## src/rtl/ld_st_issue_queue.sv

```systemverilog
// In-order load/store issue queue: circular buffer with CDB operand wakeup and
// head-only issue. Optional macro LSQ_HEAD_WAKEUP_BYPASS_EN lets the head issue on a live CDB match.
module ld_st_issue_queue #(
    parameter int unsigned DEPTH = 4,
    parameter int unsigned TAG_W = 6
) (
    input  logic             clk,
    input  logic             rst_n,
    input  logic             flush,
    input  logic             dispatch_valid,
    input  logic             dispatch_opcode,
    input  logic [31:0]      dispatch_rs_data,
    input  logic [31:0]      dispatch_rt_data,
    input  logic [TAG_W-1:0] dispatch_rs_tag,
    input  logic [TAG_W-1:0] dispatch_rt_tag,
    input  logic             dispatch_rs_valid,
    input  logic             dispatch_rt_valid,
    input  logic [31:0]      dispatch_imm,
    input  logic [TAG_W-1:0] dispatch_rd_tag,
    output logic             queue_full,
    input  logic             cdb_valid,
    input  logic [TAG_W-1:0] cdb_tag,
    input  logic [31:0]      cdb_data,
    input  logic             issue_ready,
    output logic             issueblk_done,
    output logic             issueque_opcode,
    output logic [31:0]      issueque_rs_data,
    output logic [31:0]      issueque_imm,
    output logic [31:0]      issueque_rt_data,
    output logic [TAG_W-1:0] issueque_rd_tag
);

    localparam int unsigned PTR_W = (DEPTH > 1) ? $clog2(DEPTH) : 1;
    localparam int unsigned CNT_W = PTR_W + 1;

    logic [DEPTH-1:0] r_valid;
    logic [DEPTH-1:0] r_op;
    logic [DEPTH-1:0] r_rs_rdy;
    logic [DEPTH-1:0] r_rt_rdy;
    logic [31:0]      r_rs_data [DEPTH];
    logic [31:0]      r_rt_data [DEPTH];
    logic [31:0]      r_imm     [DEPTH];
    logic [TAG_W-1:0] r_rs_tag  [DEPTH];
    logic [TAG_W-1:0] r_rt_tag  [DEPTH];
    logic [TAG_W-1:0] r_rd_tag  [DEPTH];
    logic [PTR_W-1:0] r_head;
    logic [PTR_W-1:0] r_tail;
    logic [CNT_W-1:0] r_count;

    logic        w_rs_ok;
    logic        w_rt_ok;
    logic [31:0] w_rs_val;
    logic [31:0] w_rt_val;
    logic        w_head_ready;
    logic        w_issue;
    logic        w_disp;
    logic        w_disp_rs_hit;
    logic        w_disp_rt_hit;

    // Head operand readiness, optionally forwarding a matching CDB broadcast
`ifdef LSQ_HEAD_WAKEUP_BYPASS_EN
    logic w_rs_hit;
    logic w_rt_hit;
    assign w_rs_hit = cdb_valid && (r_rs_tag[r_head] == cdb_tag);
    assign w_rt_hit = cdb_valid && (r_rt_tag[r_head] == cdb_tag);
    assign w_rs_ok  = r_rs_rdy[r_head] || w_rs_hit;
    assign w_rt_ok  = r_rt_rdy[r_head] || w_rt_hit;
    assign w_rs_val = r_rs_rdy[r_head] ? r_rs_data[r_head] : cdb_data;
    assign w_rt_val = r_rt_rdy[r_head] ? r_rt_data[r_head] : cdb_data;
`else
    assign w_rs_ok  = r_rs_rdy[r_head];
    assign w_rt_ok  = r_rt_rdy[r_head];
    assign w_rs_val = r_rs_data[r_head];
    assign w_rt_val = r_rt_data[r_head];
`endif

    assign w_head_ready  = w_rs_ok && (!r_op[r_head] || w_rt_ok);
    assign queue_full    = rst_n && (r_count == CNT_W'(DEPTH));
    assign w_issue       = rst_n && !flush && (r_count != '0) && w_head_ready && issue_ready;
    assign w_disp        = rst_n && !flush && dispatch_valid && !queue_full;
    assign issueblk_done = w_issue;
    assign w_disp_rs_hit = cdb_valid && (cdb_tag == dispatch_rs_tag);
    assign w_disp_rt_hit = cdb_valid && (cdb_tag == dispatch_rt_tag);

    always_comb begin
        issueque_opcode  = 1'b0;
        issueque_rs_data = '0;
        issueque_imm     = '0;
        issueque_rt_data = '0;
        issueque_rd_tag  = '0;
        if (w_issue) begin
            issueque_opcode  = r_op[r_head];
            issueque_rs_data = w_rs_val;
            issueque_imm     = r_imm[r_head];
            issueque_rt_data = w_rt_val;
            issueque_rd_tag  = r_rd_tag[r_head];
        end
    end

    always_ff @(posedge clk) begin
        if (!rst_n || flush) begin
            r_head   <= '0;
            r_tail   <= '0;
            r_count  <= '0;
            r_valid  <= '0;
            r_rs_rdy <= '0;
            r_rt_rdy <= '0;
        end else begin
            // CDB snoop into waiting operands of resident entries
            for (int unsigned i = 0; i < DEPTH; i++) begin
                if (r_valid[i] && cdb_valid) begin
                    if (!r_rs_rdy[i] && (r_rs_tag[i] == cdb_tag)) begin
                        r_rs_data[i] <= cdb_data;
                        r_rs_rdy[i]  <= 1'b1;
                    end
                    if (!r_rt_rdy[i] && (r_rt_tag[i] == cdb_tag)) begin
                        r_rt_data[i] <= cdb_data;
                        r_rt_rdy[i]  <= 1'b1;
                    end
                end
            end
            if (w_issue) begin
                r_valid[r_head] <= 1'b0;
                r_head          <= r_head + PTR_W'(1);
            end
            if (w_disp) begin
                r_valid[r_tail]   <= 1'b1;
                r_op[r_tail]      <= dispatch_opcode;
                r_imm[r_tail]     <= dispatch_imm;
                r_rd_tag[r_tail]  <= dispatch_rd_tag;
                r_rs_tag[r_tail]  <= dispatch_rs_tag;
                r_rt_tag[r_tail]  <= dispatch_rt_tag;
                r_rs_rdy[r_tail]  <= dispatch_rs_valid || w_disp_rs_hit;
                r_rt_rdy[r_tail]  <= dispatch_rt_valid || w_disp_rt_hit;
                r_rs_data[r_tail] <= (!dispatch_rs_valid && w_disp_rs_hit) ? cdb_data : dispatch_rs_data;
                r_rt_data[r_tail] <= (!dispatch_rt_valid && w_disp_rt_hit) ? cdb_data : dispatch_rt_data;
                r_tail            <= r_tail + PTR_W'(1);
            end
            r_count <= r_count + CNT_W'(w_disp) - CNT_W'(w_issue);
        end
    end

endmodule

```

## config.mk

```make
export PLATFORM = sky130hd
export DESIGN_NAME = ld_st_issue_queue
export DESIGN_NICKNAME = d
export VERILOG_FILES = /design/src/rtl/ld_st_issue_queue.sv
export SDC_FILE = /design/constraint.sdc
export NUM_CORES = 1
export LEC_CHECK = 0
export BUFFER_PORTS_ARGS = -buffer_cell sky130_fd_sc_hd__buf_4
export CAP_MARGIN = 20
export CORE_UTILIZATION = 45
export CTS_BUF_LIST = sky130_fd_sc_hd__clkbuf_16
export CTS_CLUSTER_DIAMETER = 100
export CTS_CLUSTER_SIZE = 40
export DETAILED_ROUTE_END_ITERATION = 6
export HOLD_SLACK_MARGIN = 0.1
export SYNTH_ARGS = -nofsm -noshare
export SYNTH_HDL_FRONTEND = slang
export SYNTH_SLANG_ARGS = --single-unit
```

## constraint.sdc

```tcl
create_clock -name clk -period 7 [get_ports clk]
set_input_delay 0.35 -clock clk [delete_from_list [all_inputs] [get_ports clk]]
set_output_delay 0.35 -clock clk [all_outputs]
set_load 0.01 [all_outputs]
```

==> results of run 1 <==
-- worst paths after layout --
| kind | startpoint | to | slack, ns | cells past startpoint |
|---|---|---|---|---|
| worst max-delay path | r_count[1] | r_rt_data[2][28] | 3.23 | 8 |
| worst min-delay path | cdb_data[30] | r_rt_data[1][30] | 0.13 | 2 |
| worst max register to register | r_count[1] | r_rt_data[2][28] | 3.23 | 8 |
| worst min register to register | r_valid[1] | r_valid[1] | 0.52 | 2 |
-- routing by layer --
metal  part of all wire  routed length [um]
met4              0.012                 673
met3              0.039                2100
met2               0.50               26900
met1               0.45               24600
met5            0.00022                  12
-- registers in the layout, summed over array words and instances (netlist names), named ones only --
register,flops
r_rs_data,128
r_tail,2
r_op,4
r_imm,128
r_rt_data,128
r_rd_tag,24
r_rt_rdy,4
r_rt_tag,24
r_valid,4
r_count,3
r_rs_tag,24
r_head,2
r_rs_rdy,4
-- power by group through the flow --
| stage | clock [mW] | sequential [mW] | combinational (mW) |
|---|---|---|---|
| 3_3_place_gp | 0 | 3.25 | 0.323 |
| 3_5_place_dp | 0 | 3.26 | 0.329 |
| 6_report | 1.39 | 3.19 | 0.392 |
| 5_1_grt | 1.52 | 3.19 | 0.423 |
| 4_1_cts | 1.43 | 3.19 | 0.395 |
| 2_1_floorplan | 0 | 3.25 | 0.173 |
-- layout by cell type (no fill, tap or decap), types with 3 or more instances in the layout --
cell and instances:
a21oi_1 5, a31oi_1 10, and2_1 104, buf_4 290
clkbuf_16 17, dfxtp_1 19, dlygate4sd3_1 131, edfxtp_1 460
ha_1 10, inv_1 11, inv_2 4, mux2_1 180
mux2_2 16, mux2_4 60, mux2i_1 3, mux4_2 103
nand2_1 13, nand3_1 6, nand3_2 6, nor2_1 11
nor2b_1 5, nor4_1 8, o21ai_0 3, o2bb2ai_1 6
o31ai_4 15, xnor2_1 12, xnor2_2 5, xnor2_4 3
xor2_1 43
-- synth_stat cells, types with 2 or more instances --
master | count | area [sq um]
edfxtp_1 | 460 | 13800
mux2_1 | 180 | 2030
and2_1 | 104 | 651
mux4_2 | 103 | 2320
mux2_4 | 60 | 901
xor2_1 | 43 | 377
clkbuf_1 | 24 | 90.1
dfxtp_1 | 21 | 420
buf_4 | 18 | 135
mux2_2 | 16 | 180
buf_2 | 13 | 65.1
nand2_1 | 13 | 48.8
xnor2_1 | 12 | 105
nor2_1 | 11 | 41.3
a31oi_1 | 10 | 62.6
ha_1 | 10 | 125
inv_1 | 10 | 37.5
nor4_1 | 8 | 50.1
o31ai_4 | 8 | 170
o31ai_1 | 7 | 52.6
buf_12 | 6 | 120
buf_6 | 6 | 67.6
nand3_1 | 6 | 30.0
nand3_2 | 6 | 60.1
o2bb2ai_1 | 6 | 52.6
a21oi_1 | 5 | 25.0
nor2b_1 | 5 | 31.3
xnor2_2 | 5 | 81.3
inv_2 | 4 | 15.0
mux2i_1 | 3 | 30.0
o21ai_0 | 3 | 15.0
xnor2_4 | 3 | 82.6
a211oi_1 | 2 | 15.0
nand2b_1 | 2 | 12.5
nand4_4 | 2 | 42.5
nor3_1 | 2 | 10.0
nor3b_1 | 2 | 15.0
o211ai_1 | 2 | 15.0
-- worst max-delay path, cell delays in order (launching register included) --
cell and delay [ns]:
dfxtp_1 0.43, or3b_1 0.31, nand3_2 0.20, inv_2 0.60, buf_4 0.54, o31ai_4 0.13, buf_4 0.33, mux2_1 0.38
dlygate4sd3_1 0.56
-- logic make-up (layout without fill, tap and decap cells) --
kind of cell	Yosys count	after routing	share of synthesized area
XOR/XNOR	63	63	0.0287
other	0	2	0
buffers and inverters	82	462	0.0237
AND/OR/NAND/NOR	164	164	0.0452
multiplexers	362	362	0.243
adder cells (fa/ha/maj)	11	11	0.00645
flip-flops	481	481	0.633
AO/OA/AOI/OAI	49	49	0.0206
-- final cells by class --
| cell class | count | area share |
|---|---|---|
| sequential | 481 | 0.528 |
| multi-input combinational | 649 | 0.290 |
| timing repair buffer | 421 | 0.129 |
| tap | 664 | 0.0308 |
| clock buffer | 17 | 0.0158 |
| clock inverter | 10 | 0.00408 |
| inverter | 14 | 0.00195 |
| antenna | 2 | 0.000185 |
==> run summary, run 1 <==
Fill cells: 3964
Max-cap violations: 0
Setup tns final: 0 ns
Post-CTS Setup Inserts: 0
GR Util All Layers: 0.215
Sequential-to-total area share from yosys stat: 0.633
Sw power: 1.09 mW
Largest net degree at the start of global routing: 67
Grt met2 use: 0.364
Share of cells above drive strength 1: 0.335
Clock power frac: 0.280
Area Overhead vs Synth: 20.0%
Switch share: 0.220
Clk_lat worst skew: 0.57 ns
Critical path type: reg2reg
Fin. Hold Viols: 0
Area of the multi-input gates: 7830 sq um
Synthesized area: 22500 sq um
CTS Buffer Depth: 3
Number of synthesized flops with an enable pin: 460
Crit path max fanout: 32
Initial antenna violation count: 3
CTS Root Cell: clkbuf_16
Nets: 1756
Die Span Y: 226 um
Mapped Nets: 1384
Main synth FF type: edfxtp_1
Detailed placement HPWL: 32800 um
Minimum clock period: 3.77 ns
Design area: 27000 sq um
Clk slew on worst S/H paths: 0.15 ns
Status: finished clean
Critical path launch point type: register
Post-synthesis register bit count: 481
RSZ-0062 raised after global routing: false
Global routing's busiest layer: met2
Internal power: 3.88 mW
Via density: 5.42
Tcrit/Tclk final: 0.539
Fin util: 0.549
Met3 Usage GRT: 0.0230
Total grt overflow: 0
# port buffers: 265
Grt met1 use: 0.304
Critical Path AT: 4.11 ns
DIE AREA: 50900 sq um
Top-Level Pins: 266
Via Count: 12200
Worst path required time: 7.34 ns
Setup slack after layout: 3.23 ns
Mean Syn Cell Area: 18.6 sq um
PwrDens: 184 nW/um^2
Max Slew Vio Count: 0
Peak supply drop: 179 uV
Combinational group share of total power: 0.079
Pleak: 9.44 nW
Total power: 4.97 mW
Number of global-route vias before repair: 12900
First-pass GRT wire length: 80900 um
Netlist cell types: 49
Dpl cells: 2098
TritonCTS Buffers: 17
RD Place Congestion: 0.754
Max-slew headroom: 0.295
Hold/Removal Path Class: in2reg
Place WS: 3.40 ns
Final routed DRC violation total: 0
Crit path capture type: register
DR WL/cell: 24.1 um
DRT Pass-1 Iters: 5
Detail Route Antenna Nets: 0
Starting Density: 0.458
Hold_buf cts: 131
Worst hold margin: 0.130 ns
Flop pwr share: 0.641
Horiz. Die Dim: 226 um
DRT iter0 DRCs: 796
H-Tree Depth: 1
Worst-Margin Slew: 1.06 ns
Setup-failing EPs final: 0
Async SR Flop Fraction: 0
Core area: 49200 sq um
Clk sinks: 481
Syn. warnings: 0
CTS resizes: 0
Clk_skew: 0.0249 ns
Post-synthesis cell count: 1212
Register Area: 14200 sq um
Fin cells: 2258
Max Freq: 0.265 GHz
WL final: 54300 um
Area after DPL: 25100 sq um
Row Count: 81
CTS tree: done
Power figures use the tool's default switching activity.
==> inputs of run 2 (changes only) <==
--- a/config.mk
+++ b/config.mk
@@ -5,6 +5,7 @@
 export SDC_FILE = /design/constraint.sdc
 export NUM_CORES = 1
 export LEC_CHECK = 0
+export ABC_AREA = 1
 export BUFFER_PORTS_ARGS = -buffer_cell sky130_fd_sc_hd__buf_4
 export CAP_MARGIN = 20
 export CORE_UTILIZATION = 45
==> constraint.sdc (replaced) <==
create_clock -name clk -period 3.64 [get_ports clk]
set_input_delay 0.182 -clock clk [delete_from_list [all_inputs] [get_ports clk]]
set_output_delay 0.182 -clock clk [all_outputs]
set_load 0.01 [all_outputs]
==> run summary, run 2 <==
Worst Reg2Reg Path Length in Cells: 10 (+2)
Crit path max fanout: 24 (-25%)
Initial antenna violation count: 0 (-3)
Async SR Flop Fraction: 0 (unchanged)
Critical path type: in2reg
Number of synthesized flops with an enable pin: 460 (unchanged)
Area Overhead vs Synth: 21.0%
Detailed placement HPWL: 44500 um (+35%)
Largest registers: r_imm x128, r_rs_data x128, r_rt_data x128
GR Util All Layers: 0.268 (+0.0533)
Mean Syn Cell Area: 9.48 sq um (-49%)
WL final: 75200 um (+38%)
DR WL/cell: 20.7 um (-14%)
Total grt overflow: 0 (unchanged)
Most common cell after layout, fill and taps aside: nand2_1
Reg2Reg Capture Point: r_rs_data[1][12]
Max Freq: 0.290 GHz
Cell with the most instances after synthesis: nand2_1
# port buffers: 265 (unchanged)
Total power: 9.88 mW (+99%)
Via density: 5.50 (+1.6%)
H-Tree Depth: 1 (unchanged)
Core area: 53000 sq um (+7.8%)
Most frequent cells in the layout: nand2_1 (508), edfxtp_1 (460), nor2_1 (448)
Syn. warnings: 0 (unchanged)
Max Slew Vio Count: 0 (unchanged)
Register-to-register setup slack: 0.47 ns (-2.76 ns)
Register Area: 14200 sq um (unchanged)
Worst hold margin: 0.120 ns (-0.00949 ns)
Ant diodes: 0 (-2)
DRT iter0 DRCs: 2112 (+170%)
Starting Density: 0.459 (+0.00181)
Number of global-route vias before repair: 19200 (+49%)
Hold_sp: dispatch_rs_data[11]
Post-synth top cells: nand2_1 (509), edfxtp_1 (460), nor2_1 (448), nand3_1 (304), o21ai_0 (225)
CTS Buffer Depth: 3 (unchanged)
Horiz. Die Dim: 235 um (+4.0%)
PwrDens: 335 nW/um^2 (+82%)
Clk_skew: 0.0549 ns (+0.0300 ns)
Max-cap violations: 0 (unchanged)
Crit path capture type: register
Post-synthesis cell count: 2568 (+110%)
First-pass GRT wire length: 111000 um (+37%)
Crit path launch: rst_n
Yosys top cell by area: edfxtp_1
Minimum clock period: 3.45 ns
Sequential-to-total area share from yosys stat: 0.585 (-0.0479)
Largest net degree at the start of global routing: 205 (+210%)
Synthesized area: 24300 sq um (+8.2%)
TritonCTS Buffers: 18 (+1)
Ranking of synthesized cells by area: edfxtp_1 (57%), nand2_1 (7.9%), nor2_1 (6.9%)
Via Count: 20000 (+63%)
Mapped Nets: 2740 (+98%)
Critical Path AT: 3.88 ns (-0.23 ns)
Status: finished clean
Design area: 29400 sq um (+9.1%)
Area of the multi-input gates: 8790 sq um (+12%)
DIE AREA: 55000 sq um (+8.1%)
RD Place Congestion: 0.883 (+17%)
Setup-failing EPs final: 0 (unchanged)
Hold/Removal Path Class: in2reg
Top-Level Pins: 266 (unchanged)
Nets: 3099 (+76%)
CTS resizes: 0 (unchanged)
Netlist cell types: 39 (-20%)
Pleak: 11.7 nW (+24%)
Fill cells: 4638 (+17%)
Tcrit/Tclk final: 0.949
Area after DPL: 27100 sq um (+7.8%)
Peak supply drop: 346 uV (+93%)
Max-slew headroom: 0.254 (-0.0412)
Critical path launch point type: primary input
Main synth FF type: edfxtp_1
Worst-Margin Slew: 1.12 ns (+0.0618 ns)
Setup tns final: 0 ns (unchanged)
Critical Path Sink: r_rs_data[1][12]
Worst path required time: 4.07 ns (-3.27 ns)
Share of cells above drive strength 1: 0.168 (-0.167)
CTS Root Cell: clkbuf_16
Clk slew on worst S/H paths: 0.13 ns (-0.02 ns)
Die Span Y: 235 um (+4.0%)
Detail Route Antenna Nets: 0 (unchanged)
Final routed DRC violation total: 0 (unchanged)
Clk sinks: 481 (unchanged)
Fin. Hold Viols: 0 (unchanged)
DRT Pass-1 Iters: 6 (+1)
Reg-to-Reg Start: r_count[1]
RSZ-0062 raised after global routing: false
CTS tree: done
Row Count: 84 (+3.7%)
Post-synth top area share: 0.568 (-0.0465)
Clk_lat worst skew: 0.58 ns (about the same)
Post-synthesis register bit count: 481 (unchanged)
-- run 2: cell types whose count changed in the layout (fill, tap and decap cells not counted), sizes merged, moves of 36 or more --
cell         change
nand2          +560
nor2           +442
nand3          +296
mux2           -256
o21ai          +223
inv            +152
a21oi          +107
and2           -104
mux4           -103
dlygate4sd3     +44
nand4           +42
xor2            -36
-- run 2: routing by layer --
| layer | up-vias | track usage | share of wire |
|---|---|---|---|
| met5 | - | 0 | 0 |
| met4 | 0 | 0.0843 | 0.028 |
| met3 | 145 | 0.0396 | 0.086 |
| met2 | 943 | 0.441 | 0.47 |
| met1 | 9475 | 0.365 | 0.41 |
| li1 | 9394 | - | - |
-- run 2: power by group --
group | switching (mW) | internal [mW] | total (mW)
Clock | 1.75 | 1.02 | 2.77
Combinational | 0.543 | 0.420 | 0.963
Sequential | 0.0157 | 6.13 | 6.14
Total | 2.31 | 7.56 | 9.88
-- run 2: cell type report --
type                    count  share of cell area
inverters                 167              0.0219
well taps                 688              0.0292
clock buffers              19              0.0161
repair buffers            491               0.146
flip-flops and latches    481               0.484
clock inverters            13             0.00412
multi-input cells        1768               0.299
-- run 2: kinds of logic (layout without fill, tap and decap cells) --
kind of cell | count (synthesis) | count (layout) | synth area share
adder cells (fa/ha/maj) | 11 | 11 | 0.00596
AO/OA/AOI/OAI | 344 | 344 | 0.0790
XOR/XNOR | 27 | 27 | 0.00972
buffers and inverters | 319 | 690 | 0.0583
flip-flops | 481 | 481 | 0.585
AND/OR/NAND/NOR | 1386 | 1386 | 0.262
-- run 2: through the flow --
stage | setup slack, ns | instances | utilization
after global placement | 1.04 | 3420 | 0.512
after floorplan | 0.783 | 2568 | -
final | 0.187 | 3627 | 0.556
after detailed placement | 1.07 | 3420 | 0.512
after global routing | 0.0937 | 3627 | 0.556
after CTS | 0.293 | 3627 | 0.556
-- run 2: how the worst min path moves through the flow --
stage                        to  cells past startpoint
6_report       r_rs_data[0][11]                      5
5_1_grt        r_rs_data[0][11]                      5
4_1_cts        r_rt_data[1][31]                      5
3_5_place_dp       r_imm[1][29]                      1
3_3_place_gp        r_imm[2][0]                      1
2_1_floorplan       r_imm[0][0]                      0
-- run 2: worst max-delay path, cell delays in order --
cell           delay [ns]
dlygate4sd3_1        0.52
buf_4                0.11
nand2_1              0.05
dlygate4sd3_1        0.56
buf_4                0.20
nor2_4               0.15
nand2_2              0.45
inv_4                0.49
buf_4                0.41
nand3_1              0.12
nand2_1              0.07
dlygate4sd3_1        0.55
-- run 2: what timing repair did --
action,4_1_cts,5_1_grt
hold buffers,175,0
endpoints found under the hold margin,465,0
setup buffers,0,0
setup endpoints to repair,0,0
==> inputs of run 3 (changes only) <==
--- a/config.mk
+++ b/config.mk
@@ -5,7 +5,6 @@
 export SDC_FILE = /design/constraint.sdc
 export NUM_CORES = 1
 export LEC_CHECK = 0
-export ABC_AREA = 1
 export BUFFER_PORTS_ARGS = -buffer_cell sky130_fd_sc_hd__buf_4
 export CAP_MARGIN = 20
 export CORE_UTILIZATION = 45
==> run summary, run 3 (synthesis gave the netlist of run 1 again) <==
Status: finished clean
Slowest CP cell: dlygate4sd3_1
First-pass GRT wire length: 82600 um (-26%)
Crit path capture type: register
Starting Density: 0.458 (-0.00181)
Register Area: 14200 sq um (unchanged)
Die Span Y: 226 um (-3.8%)
Critical path launch point type: register
CTS tree: done
Internal power: 7.70 mW (+1.7%)
Critical path type: reg2reg
Max-cap violations: 0 (unchanged)
PwrDens: 354 nW/um^2 (+5.5%)
Post-CTS Setup Inserts: 0 (unchanged)
Peak supply drop: 284 uV (-18%)
DRT iter0 DRCs: 782 (-63%)
Detail Route Antenna Nets: 0 (unchanged)
Setup tns final: 0 ns (unchanged)
Max Slew Vio Count: 0 (unchanged)
Via Count: 12500 (-37%)
Crit path buffers/inverters: 3 (-4)
Max-slew headroom: 0.308 (+0.0545)
Most common cell after layout, fill and taps aside: edfxtp_1
Number of global-route vias before repair: 13300 (-31%)
DR WL/cell: 23.9 um (+15%)
Initial antenna violation count: 2 (+2)
Max Freq: 0.336 GHz (+16%)
Combinational group share of total power: 0.083 (-0.014)
Worst path required time: 3.96 ns (-0.11 ns)
Top delay family on crit path: buffers and inverters
Clk_skew: 0.0294 ns (-0.0255 ns)
Hold/Removal Path Class: in2reg
Worst-Margin Slew: 1.04 ns (-0.0817 ns)
TritonCTS Buffers: 18 (unchanged)
Clock power frac: 0.295 (+0.014)
Sw power: 2.16 mW (-6.5%)
H-Tree Depth: 1 (unchanged)
Fill cells: 3898 (-16%)
CP max stage delay: 0.57 ns (about the same)
Critical path, cell by cell: or3b_1 -> nand3_2 -> inv_2 -> o31ai_4 -> buf_4 -> mux2_1 -> dlygate4sd3_1
Setup-failing EPs final: 0 (unchanged)
Setup slack after layout: 0.660 ns (+0.473 ns)
Detailed placement HPWL: 34300 um (-23%)
Horiz. Die Dim: 226 um (-3.8%)
Crit path max fanout: 16 (-33%)
Fin util: 0.567 (+0.0108)
Pleak: 9.83 nW (-16%)
WL final: 55600 um (-26%)
Hold_buf cts: 188 (+7.4%)
Critical Path AT: 3.30 ns (-0.58 ns)
Top-Level Pins: 266 (unchanged)
Fin. Hold Viols: 0 (unchanged)
Area Overhead vs Synth: 23.8%
Total grt overflow: 0 (unchanged)
Minimum clock period: 2.98 ns (-0.473 ns)
Via density: 5.38 (-2.2%)
CTS resizes: 0 (unchanged)
# port buffers: 265 (unchanged)
Nets: 1826 (-41%)
Row Count: 81 (-3.6%)
Most frequent cells in the layout: edfxtp_1 (460), buf_4 (293), dlygate4sd3_1 (188)
DRT Pass-1 Iters: 5 (-1)
GR Util All Layers: 0.219 (-0.0487)
Clk slew on worst S/H paths: 0.14 ns (about the same)
Largest registers: r_imm x128, r_rs_data x128, r_rt_data x128
RSZ-0062 raised after global routing: false
Flop pwr share: 0.622 (about the same)
Share of cells above drive strength 1: 0.330 (+0.162)
Area of the multi-input gates: 7830 sq um (-11%)
Clk sinks: 481 (unchanged)
DIE AREA: 50900 sq um (-7.5%)
RD Place Congestion: 0.769 (-13%)
Final routed DRC violation total: 0 (unchanged)
Largest net degree at the start of global routing: 111 (-46%)
Place WS: 0.671 ns (-0.394 ns)
Tcrit/Tclk final: 0.819 (-0.130)
Switch share: 0.219 (-0.0148)
CTS Root Cell: clkbuf_16
Core area: 49200 sq um (-7.2%)
Clk_lat worst skew: 0.57 ns (about the same)
Worst hold margin: 0.141 ns (+0.0208 ns)
CTS Buffer Depth: 3 (unchanged)
## run 3: cell type report
cell class | count | area share
sequential | 481 | 0.511
multi-input combinational | 649 | 0.281
timing repair buffer | 490 | 0.152
tap | 664 | 0.0298
clock buffer | 19 | 0.0171
clock inverter | 13 | 0.00669
inverter | 14 | 0.00189
antenna | 1 | 0.0000898
## run 3: worst paths after layout
check / from / to / slack, ns / cells after the start
worst min-delay path: dispatch_rt_valid / r_rt_rdy[3] / 0.14 / 4
worst max register to register: r_count[1] / r_rs_data[3][4] / 0.66 / 7
worst max-delay path: r_count[1] / r_rs_data[3][4] / 0.66 / 7
worst min register to register: r_valid[3] / r_valid[3] / 0.54 / 2
## run 3: power groups by stage
| stage | sequential (mW) | combinational [mW] | clock, mW |
|---|---|---|---|
| after floorplan | 6.26 | 0.335 | 0 |
| after global placement | 6.26 | 0.622 | 0 |
| after detailed placement | 6.26 | 0.638 | 0 |
| after CTS | 6.14 | 0.814 | 2.99 |
| after global routing | 6.14 | 0.874 | 3.16 |
| final | 6.13 | 0.814 | 2.91 |
## run 3: per-layer routing
layer  track usage  wire length [um]  up-vias  share of wire
met4        0.0428               864        0          0.016
met3        0.0249              2340       48          0.042
met2         0.381             27800      302           0.50
met1         0.299             24600     6527           0.44
met5             0                 0        -              0
li1              -                 -     5672              -
## run 3: worst register-to-register path: cells and delay by family, from the launching register on
kind | cells | cell delay, ns
buffers and inverters | 3 | 1.07
and+or+nand+nor | 2 | 0.82
DFF | 1 | 0.38
muxes | 1 | 0.38
AOI/OAI and AO/OA | 1 | 0.08
## run 3: stage by stage
stage	power, mW	cell area (sq um)	instances
floorplan	6.59	22500	1212
global placement	6.88	25300	2106
detailed placement	6.90	25300	2106
CTS	9.94	27800	2326
global route	10.2	27900	2331
finish	9.86	27900	2331
